<file path="config.mk">
export PLATFORM = sky130hd
export DESIGN_NAME = pipe_stage_skid
export DESIGN_NICKNAME = d
export VERILOG_FILES = /design/src/rtl/pipe_stage_skid.sv
export SDC_FILE = /design/constraint.sdc
export NUM_CORES = 1
export LEC_CHECK = 0
export CAP_MARGIN = 20
export CELL_PAD_IN_SITES_DETAIL_PLACEMENT = 1
export CELL_PAD_IN_SITES_GLOBAL_PLACEMENT = 2
export CORE_ASPECT_RATIO = 1.4
export CORE_MARGIN = 2
export CORE_UTILIZATION = 30
export CTS_BUF_LIST = sky130_fd_sc_hd__clkbuf_16
export CTS_CLUSTER_SIZE = 40
export DETAILED_ROUTE_END_ITERATION = 7
export PLACE_DENSITY = 0.8
export RECOVER_POWER = 50
export SLEW_MARGIN = 30
export SYNTH_ARGS = -nofsm -noshare
export SYNTH_HDL_FRONTEND = slang
export SYNTH_SLANG_ARGS = --single-unit
</file>
<file path="constraint.sdc">
create_clock -name clk -period 2.01 [get_ports clk]
set_input_delay 0.402 -clock clk [delete_from_list [all_inputs] [get_ports clk]]
set_output_delay 0.402 -clock clk [all_outputs]
set_load 0.05 [all_outputs]
</file>
<file path="src/rtl/pipe_stage_skid.sv">
// rtl/pipe_stage_skid.sv - elastic pipeline register with 2-entry skid buffer, flush and stall counter
//
// Ports:
//   clk          clock, all state updates on posedge
//   rst          synchronous active-high reset
//   flush        synchronous kill of all held entries
//   in_valid     upstream payload valid
//   in_ready     stage can accept this cycle (registered skid state, gated by rst/flush)
//   in_data      upstream payload
//   out_valid    output entry valid
//   out_ready    downstream accepts this cycle
//   out_data     output payload, BUBBLE_VAL when out_valid=0
//   out_flushed  one-cycle marker, high the cycle after a flush
//   occupancy    entries held (0..2)
//   stall_count  saturating count of cycles with out_valid=1 and out_ready=0
module pipe_stage_skid #(
  parameter int unsigned       DATA_W     = 128,
  parameter logic [DATA_W-1:0] BUBBLE_VAL = {DATA_W{1'b0}},
  parameter int unsigned       CNT_W      = 16
) (
  input  logic              clk,
  input  logic              rst,
  input  logic              flush,
  input  logic              in_valid,
  output logic              in_ready,
  input  logic [DATA_W-1:0] in_data,
  output logic              out_valid,
  input  logic              out_ready,
  output logic [DATA_W-1:0] out_data,
  output logic              out_flushed,
  output logic [1:0]        occupancy,
  output logic [CNT_W-1:0]  stall_count
);

  localparam logic [CNT_W-1:0] CNT_ONE = {{(CNT_W-1){1'b0}}, 1'b1};
  localparam logic [CNT_W-1:0] CNT_MAX = {CNT_W{1'b1}};

  logic              main_valid, main_valid_n;
  logic [DATA_W-1:0] main_data,  main_data_n;
  logic              skid_valid, skid_valid_n;
  logic [DATA_W-1:0] skid_data,  skid_data_n;
  logic              flushed_q,  flushed_n;
  logic [1:0]        occ_q,      occ_n;
  logic [CNT_W-1:0]  stall_q,    stall_n;

  logic in_fire;
  logic out_fire;

  // Only rst/flush reach in_ready combinationally; skid_valid is a flop, so
  // no ready chain forms across consecutive stages.
  assign in_ready  = !rst && !flush && !skid_valid;
  assign in_fire   = in_valid && in_ready;
  assign out_fire  = main_valid && out_ready;

  // The main data register itself holds BUBBLE_VAL while empty, so out_data
  // comes straight from a flop with no output mux.
  assign out_valid   = main_valid;
  assign out_data    = main_data;
  assign out_flushed = flushed_q;
  assign occupancy   = occ_q;
  assign stall_count = stall_q;

  always_comb begin
    main_valid_n = main_valid;
    main_data_n  = main_data;
    skid_valid_n = skid_valid;
    skid_data_n  = skid_data;
    flushed_n    = 1'b0;
    stall_n      = stall_q;

    // Stall cycles are counted regardless of flush; only rst clears the count.
    if (main_valid && !out_ready && (stall_q != CNT_MAX)) begin
      stall_n = stall_q + CNT_ONE;
    end

    if (flush) begin
      // A downstream out_fire in this cycle still completes; downstream owns
      // squashing it. Input is dropped because in_ready is low.
      main_valid_n = 1'b0;
      main_data_n  = BUBBLE_VAL;
      skid_valid_n = 1'b0;
      skid_data_n  = BUBBLE_VAL;
      flushed_n    = 1'b1;
    end else if (!main_valid) begin
      // Skid cannot be full while main is empty.
      if (in_fire) begin
        main_valid_n = 1'b1;
        main_data_n  = in_data;
      end
    end else if (out_fire) begin
      if (skid_valid) begin
        // Skid drains into main; in_fire is impossible here.
        main_data_n  = skid_data;
        skid_valid_n = 1'b0;
        skid_data_n  = BUBBLE_VAL;
      end else if (in_fire) begin
        main_data_n  = in_data;
      end else begin
        main_valid_n = 1'b0;
        main_data_n  = BUBBLE_VAL;
      end
    end else if (in_fire) begin
      // Main is stalled: park the new beat in the skid entry.
      skid_valid_n = 1'b1;
      skid_data_n  = in_data;
    end

    occ_n = {1'b0, main_valid_n} + {1'b0, skid_valid_n};
  end

  always_ff @(posedge clk) begin
    if (rst) begin
      main_valid <= 1'b0;
      main_data  <= BUBBLE_VAL;
      skid_valid <= 1'b0;
      skid_data  <= BUBBLE_VAL;
      flushed_q  <= 1'b0;
      occ_q      <= 2'd0;
      stall_q    <= '0;
    end else begin
      main_valid <= main_valid_n;
      main_data  <= main_data_n;
      skid_valid <= skid_valid_n;
      skid_data  <= skid_data_n;
      flushed_q  <= flushed_n;
      occ_q      <= occ_n;
      stall_q    <= stall_n;
    end
  end

endmodule

</file>
Yosys cells after proc, flatten, opt, wreduce, memory -nomap -nowiden
Cells that the tools add are included.
- output and inout port bits: 149
- logic and storage cells: 44
- flip-flop bits (word level): 277
- bits of input ports: 133
- $add $sub $neg: 2
- reduce and logical (&&, ||, !) cells: 15
- equality and inequality tests: 3
- multiplexer cells: 17
- operators by type and width (operator ; number):
    $mux 128 ; 7
    $add 16x1->16 const B ; 1
    $ne 16x16->1 const B ; 1
    $mux 1 ; 10
    $logic_and 1x1->1 ; 6
    $logic_not 1->1 ; 4
    $reduce_bool 2->1 ; 2
    $reduce_and 3->1 ; 1
    $add 1x1->2 ; 1
    $ne 2x1->1 const B ; 1
    $ne 2x2->1 const B ; 1
    $reduce_and 2->1 ; 1
    $reduce_or 2->1 ; 1

Longest topological paths before layout
Gate-level depths: netlist (run 1).
- depth after elaboration: 10
- gate-level depth with buffers: 7
- depth with buffers taken out: 5

Worst setup path before layout (run 1)
OpenSTA, ideal clock, no wires.
- path type: flip-flop to flip-flop
- from: register stall_q[1], in the netlist stall_count[1]
- to: register stall_q[14], in the netlist stall_count[14]
- period minus slack after synthesis: 2.163 ns
- data required time: 1.865 ns
- data arrival time: 2.019 ns
- buffers on the path: 0
- slack: -0.153 ns
- cell stages (with the launch flop): 6
- library setup time: 0.145 ns
- path through: dfxtp_1 -> ha_1 -> nand3_1 -> or4_1 -> o311ai_0 -> o41ai_1
- cells in the longest elaborated chain, start to end: 2
- elaborated cells on any way between the ends: 3
- classes of those cells: add/sub (1); eq/ne (1); reduce/logical (1)
- RTL lines (element ; RTL line ; source):
    from (decl) ; 44 ; logic [CNT_W-1:0] stall_q, stall_n;
    from (signal assigned) ; 127 ; stall_q <= stall_n;
    parallel branches: the longest is 2 deep, another holds $add 16x1->16 ; -- ;
Several ways; the timed one is not identified.
A chain may end at the register's enable or synchronous reset.

Final worst setup path (run 1)
- from: register stall_q[13], in the netlist stall_count[13]
- to: output port stall_count[13]
- RTL lines (element ; RTL line ; source):
    to (decl) ; 32 ; output logic [CNT_W-1:0] stall_count
No word-level cell between the ends.

==> impl_metrics.toml, run 1 <==
[floorplanning]
start_util_pct = 30.3
core_region_area_um2 = 38300
die_h_um = 237
die_w_um = 170
ios = 282
rows = 85
die_area_um2 = 40300

[critical_path]
critPathRequiredTime_ns = 1.61
endpoint_kind = "output port"
crit_chain = "dlygate4sd2_1"
critical_path_buf_inv_count = 1
slowest_delay_ns = 0.56
cp.arrival_ns = 1.53
worstSetupStartpointType = "flop"
cpMaxStageDelayCell = "dlygate4sd2_1"
cp_max_fo = 6
startpoint = "stall_count[13]"
reg2reg_from = "skid_valid"
path_delay_family = "buffers and inverters"
critPathKind = "reg2out"

[global_route]
grt.overflow.total = 0
antenna_found_initial = 0
grt_start_max_net_pins = 69
grt_usage_pct = 19.3
grt_first_pass_wirelength_um = 62700
grt_pass1_vias = 11000

[sta]
fmax_mhz = 517
finalCriticalPeriod_ns = 1.93
hold_violations = 0
min_period_over_period_pct = 96.2
maxSlewHeadroom_pct = 54.5
tightest_slew_ns = 0.686
timing.final.max_slew_violations = 0
finalSetupViolations = 0
tns_ns = 0
rsz0062_at_grt = "false"
final.setup_skew_ns = 0.00818

[routing]
routed_wl_um = 39600
antenna_left = 0
drt_iter0_drc = 452
wl_per_cell_um = 19.5
drc = 0
vias_per_cell = 5.17
num_vias = 10500
first_pass_iters = 5

[yosys]
syn-num-nets = 1402
synth_area_um2 = 11600
synthTopCellsByArea = "dfxtp_1 (48%), mux2i_1 (11%), nand2_1 (8.6%)"
syn_inst = 1267
ys_warn_count = 0
yosys.area.top_type_share_pct = 47.8
ys.flop_type = "dfxtp_1"
syn_avg_cell_area_um2 = 9.15
synth.most_common_cell = "dfxtp_1"
yosysSeqAreaShare_pct = 47.8
yosysTopAreaCell = "dfxtp_1"
synthArstFlopShare_pct = 0
netlist_top_cells_count = "dfxtp_1 (277), nand2_1 (265), nor2_1 (136)"
ys_types = 45
ys_ff_latch = 277
synth-edff-count = 0

[hold_path]
hold_path.class = "in2reg"
hold_path.startpoint = "rst"

[placement]
gp_congestion = 0.733
dpl.cell_count = 1985
place_area_um2 = 15200
place_hpwl_um = 27200
place.port_buffers = 281

[power]
p_leak_nw = 6.29
peakVddDrop_uv = 588
powerDensity_nw_per_um2 = 760
total_power_mw = 12.1

[cells_and_area]
fin_area_um2 = 15900
nNetsFinal = 1673
diodes = 0
fin_util_pct = 41.5
layoutNonFillerInstCount = 2034
area_growth_pct = 37.0
drive_above_1_share_pct = 10.5

[clock_network]
clk_latency_ns = 0.55
clockBufferDepth = 3
cts.sinks = 277
post-cts-setup-buffer-count = 0
cts_tree = "built"
cts_made_buffers = 29
htree_levels = 1
root_buffer = "clkbuf_16"
cts.clk_slew.worst_paths_ns = 0.06

[flow_run]
max-cap-violations = 0

[outcome]
status = "finished, final reports clean"
## metrics by stage
step                hold slack [ns]  setup WS [ns]
floorplan                     0.435       -0.00321
global placement              0.442         -0.417
detailed placement            0.453         -0.465
CTS                           0.399         0.0279
global route                  0.322         0.0184
finish                        0.292         0.0759
## worst paths after layout
kind | end | slack, ns | cells after the start
max reg2reg | skid_data[93] | 0.11 | 6
max | stall_count[13] | 0.08 | 1
min | stall_count[9] | 0.29 | 3
min reg2reg | skid_data[55] | 0.46 | 2
## layer usage
layer | global-route usage [%] | vias up | part of all wire, %
met4 | 6.11 | 0 | 2.6
met5 | 0 | - | 0
li1 | - | 5025 | -
met3 | 2.36 | 50 | 3.8
met1 | 23.2 | 5216 | 42
met2 | 35.6 | 215 | 52
## registers in the layout (all words and copies together), names as in the netlist
name         count
out_flushed      1
skid_data      128
occupancy        2
out_valid        1
skid_valid       1
out_data       128
stall_count     16
## what timing repair did
| action | CTS | global route |
|---|---|---|
| hold buffers | 0 | 0 |
| resized for setup | 141 | 3 |
| setup endpoints to repair | 137 | 2 |
## power by group
| group | internal (mW) | switching (mW) | leakage (nW) |
|---|---|---|---|
| Combinational | 0.580 | 0.906 | 3.61 |
| Clock | 2.72 | 2.23 | 0.437 |
| Sequential | 5.58 | 0.0570 | 2.24 |
| Total | 8.88 | 3.19 | 6.29 |
## cell families (layout without fill, tap and decap cells)
family,Yosys count,in the layout,share of synthesized area (%)
simple gates,444,444,15.5
buf+inv,121,410,7.05
flops,277,277,47.8
mux,131,131,11.3
fa+ha+maj,2,2,0.216
compound gates,291,291,18.0
xor+xnor,1,1,0.0756
## cell usage in the layout, fill, tap and decap left out, types with 3 or more instances in the layout
cell type and n:
nand2b_1 3, buf_12 35, clkinv_2 5, nand2_1 264, o21ai_0 133, or4_1 6
clkbuf_16 29, clkdlybuf4s50_1 130, buf_4 35, nand4_1 3, nand3_1 5, clkbuf_1 5
nor4_1 4, dlygate4sd2_1 136, a221oi_1 111, clkbuf_2 13, dfxtp_1 266, clkinv_1 6
a21oi_1 11, nor2_1 134, a221oi_2 17, o31ai_1 5, mux2i_1 129, dfxtp_2 11
nor2b_1 6, inv_1 9, or3_1 3
## area by class of cell
type | instances | area, um^2
Inverter | 3 | 11.3
Timing Repair Buffer | 358 | 3580
Fill cell | 4430 | 22400
Tap cell | 478 | 598
Clock buffer | 29 | 726
Clock inverter | 20 | 116
Multi-Input combinational cell | 869 | 5290
Sequential cell | 277 | 5560
Power figures use the tool's default switching activity.
==> run 2, diff against run 1 <==
--- a/config.mk
+++ b/config.mk
@@ -14,7 +14,7 @@
 export CTS_BUF_LIST = sky130_fd_sc_hd__clkbuf_16
 export CTS_CLUSTER_SIZE = 40
 export DETAILED_ROUTE_END_ITERATION = 7
-export PLACE_DENSITY = 0.8
+export PLACE_DENSITY = 0.82
 export RECOVER_POWER = 50
 export SLEW_MARGIN = 30
 export SYNTH_ARGS = -nofsm -noshare
==> constraint.sdc (replaced) <==
create_clock -name clk -period 2.2 [get_ports clk]
set_input_delay 0.44 -clock clk [delete_from_list [all_inputs] [get_ports clk]]
set_output_delay 0.44 -clock clk [all_outputs]
set_load 0.05 [all_outputs]
==> run 2 against run 1 <==
Effect of this change: final cell count is 0.88% higher; clock power shrank 8.3%; register-to-register slack lost 0.02 ns; largest power group unchanged; highest routed layer unchanged.
==> impl_metrics.toml, run 2 (synthesis results as in run 1) <==
[sta]
finalSetupViolations = 0
setup_slack_ns = 0.0337
fmax_mhz = 462
rsz0062_at_grt = "false"
timing.final.max_slew_violations = 0
maxSlewHeadroom_pct = 50.5
final.setup_skew_ns = 0.00661
hold_violations = 0
min_period_over_period_pct = 98.5
hold_ws_ns = 0.461
finalCriticalPeriod_ns = 2.17
tightest_slew_ns = 0.746

[global_route]
grt_start_max_net_pins = 61
grt_first_pass_wirelength_um = 62000
antenna_found_initial = 2
grt_pass1_vias = 11200
grt.overflow.total = 0
grt_usage_pct = 19.1

[critical_path]
r2r_setup_slack_ns = 0.09
critPathRequiredTime_ns = 1.76
reg2reg_from = "skid_valid"
endpoint_kind = "output port"
r2r.worst_path.cells = 5
critical_path_buf_inv_count = 1
r2r-end = "out_data[90]"
slowest_delay_ns = 0.84
cp.arrival_ns = 1.73
critPathKind = "reg2out"
crit_chain = "clkdlybuf4s50_1"
cp_max_fo = 2
worstSetupStartpointType = "flop"
cpMaxStageDelayCell = "clkdlybuf4s50_1"
path_delay_family = "buffers and inverters"

[cells_and_area]
area_growth_pct = 36.8
fin_util_pct = 41.4
fillerInstances = 4391
seq_area_um2 = 5550
multi_input_area_um2 = 5250
layout_common_cells = "dfxtp_1 (277), nand2_1 (264), clkdlybuf4s50_1 (207)"
final_common_cell = "dfxtp_1"
drive_above_1_share_pct = 9.54
nNetsFinal = 1686

[routing]
antenna_left = 0
num_vias = 10600
first_pass_iters = 5
vias_per_cell = 5.18
routed_wl_um = 39400
drc = 0
wl_per_cell_um = 19.2
drt_iter0_drc = 527

[floorplanning]
ios = 282
die_w_um = 170
rows = 85
die_area_um2 = 40300
core_region_area_um2 = 38300
die_h_um = 237
start_util_pct = 30.3

[placement]
dp_slack_ns = -0.261
place.port_buffers = 281
place_hpwl_um = 26900
gp_congestion = 0.753

[outcome]
status = "finished, final reports clean"

[clock_network]
cts_made_buffers = 29
cts.sinks = 277
clk_latency_ns = 0.55
cts_tree = "built"
cts.clk_slew.worst_paths_ns = 0.07
post-cts-setup-buffer-count = 0
root_buffer = "clkbuf_16"
clockBufferDepth = 3
htree_levels = 1

[power]
peakVddDrop_uv = 877
powerDensity_nw_per_um2 = 698
p_leak_nw = 5.84

[hold_path]
hold_path.class = "reg2reg"
hold_end = "skid_data[104]"
whs_path_depth = 2
hold_path.startpoint = "skid_data[104]"

[flow_run]
max-cap-violations = 0
[run 2: cell count changes in the layout (fill, tap and decap cells not counted), sizes merged]
cell           delta
clkdlybuf4s50    +77
diode             +2
inv               +4
dlygate4sd3       -1
buf               +6
dlygate4sd2      -90
clkbuf           +22
clkinv            -1
dlymetal6s2s      -1
[run 2: worst max path at each step]
| stage | from | to | slack (ns) | depth (start not counted) |
|---|---|---|---|---|
| 4_1_cts | out_data[86] | out_data[86] | 0.0008 | 1 |
| 2_1_floorplan | stall_count[1] | stall_count[14] | 0.04 | 5 |
| 3_3_place_gp | flush | out_data[59] | -0.22 | 6 |
| 3_5_place_dp | flush | out_data[59] | -0.26 | 6 |
| 5_1_grt | skid_valid | skid_data[82] | 0.001 | 6 |
| 6_report | out_data[42] | out_data[42] | 0.03 | 1 |
[run 2: metrics by stage]
stage          area [um^2]  instances  power, mW  setup TNS, ns
2_1_floorplan        11600       1267       5.95              0
3_3_place_gp         15300       1998       6.69         -40.86
3_5_place_dp         15300       1998       6.70         -47.96
4_1_cts              16100       2050       11.3              0
5_1_grt              15900       2052       11.5              0
6_report             15900       2052       11.1              0
[run 2: layout make-up]
class / instances / area share (%)
inverters: 3 / 0.0710
clock inverters: 23 / 0.789
clock buffers: 29 / 4.58
flip-flops and latches: 277 / 35.0
repair buffers: 371 / 22.7
diodes: 2 / 0.0316
multi-input cells: 869 / 33.1
well taps: 478 / 3.77
[run 2: timing repair]
| item | in CTS | in global routing |
|---|---|---|
| hold buffers | 0 | 0 |
| gates resized for setup | 48 | 24 |
| setup endpoints to repair | 47 | 24 |
[run 2: where the power goes]
group / switching, mW / internal, mW
Combinational: 0.826 / 0.551
Sequential: 0.0494 / 5.10
Clock: 2.05 / 2.49
Total: 2.92 / 8.14
[run 2: layer usage]
metal	share of wire, %	track usage (%)
met1	41	22.2
met2	52	35.1
met3	4.2	2.76
met4	3.1	6.84
met5	0	0
==> run 3, diff against run 2 <==
--- a/config.mk
+++ b/config.mk
@@ -5,7 +5,6 @@
 export SDC_FILE = /design/constraint.sdc
 export NUM_CORES = 1
 export LEC_CHECK = 0
-export CAP_MARGIN = 20
 export CELL_PAD_IN_SITES_DETAIL_PLACEMENT = 1
 export CELL_PAD_IN_SITES_GLOBAL_PLACEMENT = 2
 export CORE_ASPECT_RATIO = 1.4
@@ -14,7 +13,7 @@
 export CTS_BUF_LIST = sky130_fd_sc_hd__clkbuf_16
 export CTS_CLUSTER_SIZE = 40
 export DETAILED_ROUTE_END_ITERATION = 7
-export PLACE_DENSITY = 0.82
+export PLACE_DENSITY_LB_ADDON = 0.1
 export RECOVER_POWER = 50
 export SLEW_MARGIN = 30
 export SYNTH_ARGS = -nofsm -noshare
==> run 3 against run 2 <==
Effect of this change: clock skew fell by 0.0014 ns; clock-buffer cell count grew 2; non-clock buffer count rose by 7; combinational power rose by 3%; worst setup slack improved by 0.015 ns; clock power is 11% higher; critical path depth did not move; sequential power barely moved; final cell count grew 0.54%; critical endpoint is now occupancy[0].
==> impl_metrics.toml, run 3 (synthesis results as in run 1) <==
[outcome]
status = "finished, final reports clean"

[critical_path]
cp.arrival_ns = 1.71
r2r_setup_slack_ns = 0.14
critPathRequiredTime_ns = 1.76
critPathKind = "reg2out"
slowest_delay_ns = 0.83
crit_chain = "clkdlybuf4s50_1"
cp_max_fo = 1
r2r.worst_path.cells = 6
path_delay_family = "buffers and inverters"
cp.depth = 1
worstSetupStartpointType = "flop"
cpMaxStageDelayCell = "clkdlybuf4s50_1"
critical_path_buf_inv_count = 1
endpoint_kind = "output port"

[routing]
first_pass_iters = 5
vias_per_cell = 5.13
drt_iter0_drc = 437
wl_per_cell_um = 19.3
drc = 0
antenna_left = 0
num_vias = 10600
routed_wl_um = 39900

[floorplanning]
ios = 282
die_w_um = 170
rows = 85
die_h_um = 237
start_util_pct = 30.3
die_area_um2 = 40300
core_region_area_um2 = 38300

[clock_network]
clk_latency_ns = 0.56
post-cts-setup-buffer-count = 0
cts.clk_slew.worst_paths_ns = 0.06
cts_made_buffers = 31
htree_levels = 1
clockBufferDepth = 3
cts.sinks = 277
cts_tree = "built"
postCtsHoldBufs = 0
root_buffer = "clkbuf_16"

[cells_and_area]
layoutNonFillerInstCount = 2063
layout_common_cells = "dfxtp_1 (277), nand2_1 (264), clkdlybuf4s50_1 (166)"
area_growth_pct = 39.5
nNetsFinal = 1695
final_common_cell = "dfxtp_1"
fin_area_um2 = 16200
drive_above_1_share_pct = 10.3
fin_util_pct = 42.3
fillerInstances = 4397

[sta]
hold_ws_ns = 0.455
rsz0062_at_grt = "false"
finalCriticalPeriod_ns = 2.15
min_period_over_period_pct = 97.8
fmax_mhz = 465
timing.final.max_slew_violations = 0
hold_violations = 0
tightest_slew_ns = 0.764
maxSlewHeadroom_pct = 49.1
finalSetupViolations = 0
final.setup_skew_ns = 0.00520

[global_route]
grt_usage_pct = 19.5
antenna_found_initial = 0
grt.overflow.total = 0
grt_start_max_net_pins = 61
grt_first_pass_wirelength_um = 62700
grt_pass1_vias = 11100

[power]
powerDensity_nw_per_um2 = 717
total_power_mw = 11.6
p_leak_nw = 6.14
peakVddDrop_uv = 450

[placement]
gp_congestion = 0.746
place_area_um2 = 15500
place_hpwl_um = 27200
dpl.cell_count = 2004
place.port_buffers = 281

[hold_path]
hold_path.class = "in2reg"
whs_path_depth = 3

[flow_run]
max-cap-violations = 0
-- run 3: power by group --
group | switching (mW) | internal (mW)
Combinational | 0.837 | 0.584
Clock | 2.15 | 2.88
Sequential | 0.0478 | 5.10
-- run 3: final timing paths --
check / end / startpoint
min reg2reg: skid_data[107] / skid_data[107]
min: stall_count[6] / rst
max: occupancy[0] / occupancy[0]
max reg2reg: skid_data[5] / skid_valid
-- run 3: stage by stage --
| stage | setup TNS, ns | worst slack, ns |
|---|---|---|
| after CTS | 0 | 0.000137 |
| after global routing | 0 | 0.000539 |
| after global placement | -43.19 | -0.237 |
| after floorplan | 0 | 0.0368 |
| after detailed placement | -48.20 | -0.268 |
| final | 0 | 0.0486 |
-- run 3: routing by layer --
metal  wire (um)  vias up  track usage (%)
li1            -     5079                -
met2       20200      223             35.1
met5           0        -                0
met3        1750       52             3.03
met1       17100     5226             24.0
met4         838        0             5.34
-- run 3: timing repair --
action                     CTS  global route
cloned                       1             0
pin swaps                    0             0
resized for setup           84            29
setup endpoints to repair   80            29
-- run 3: layout make-up --
type / count / area, um^2 / share of cell area, %
sequential: 277 / 5550 / 34.3
multi-input combinational: 869 / 5270 / 32.5
timing repair buffer: 378 / 3790 / 23.5
clock buffer: 31 / 776 / 4.80
tap: 478 / 598 / 3.70
clock inverter: 26 / 185 / 1.14
inverter: 3 / 11.3 / 0.0696
antenna: 1 / 2.50 / 0.0155
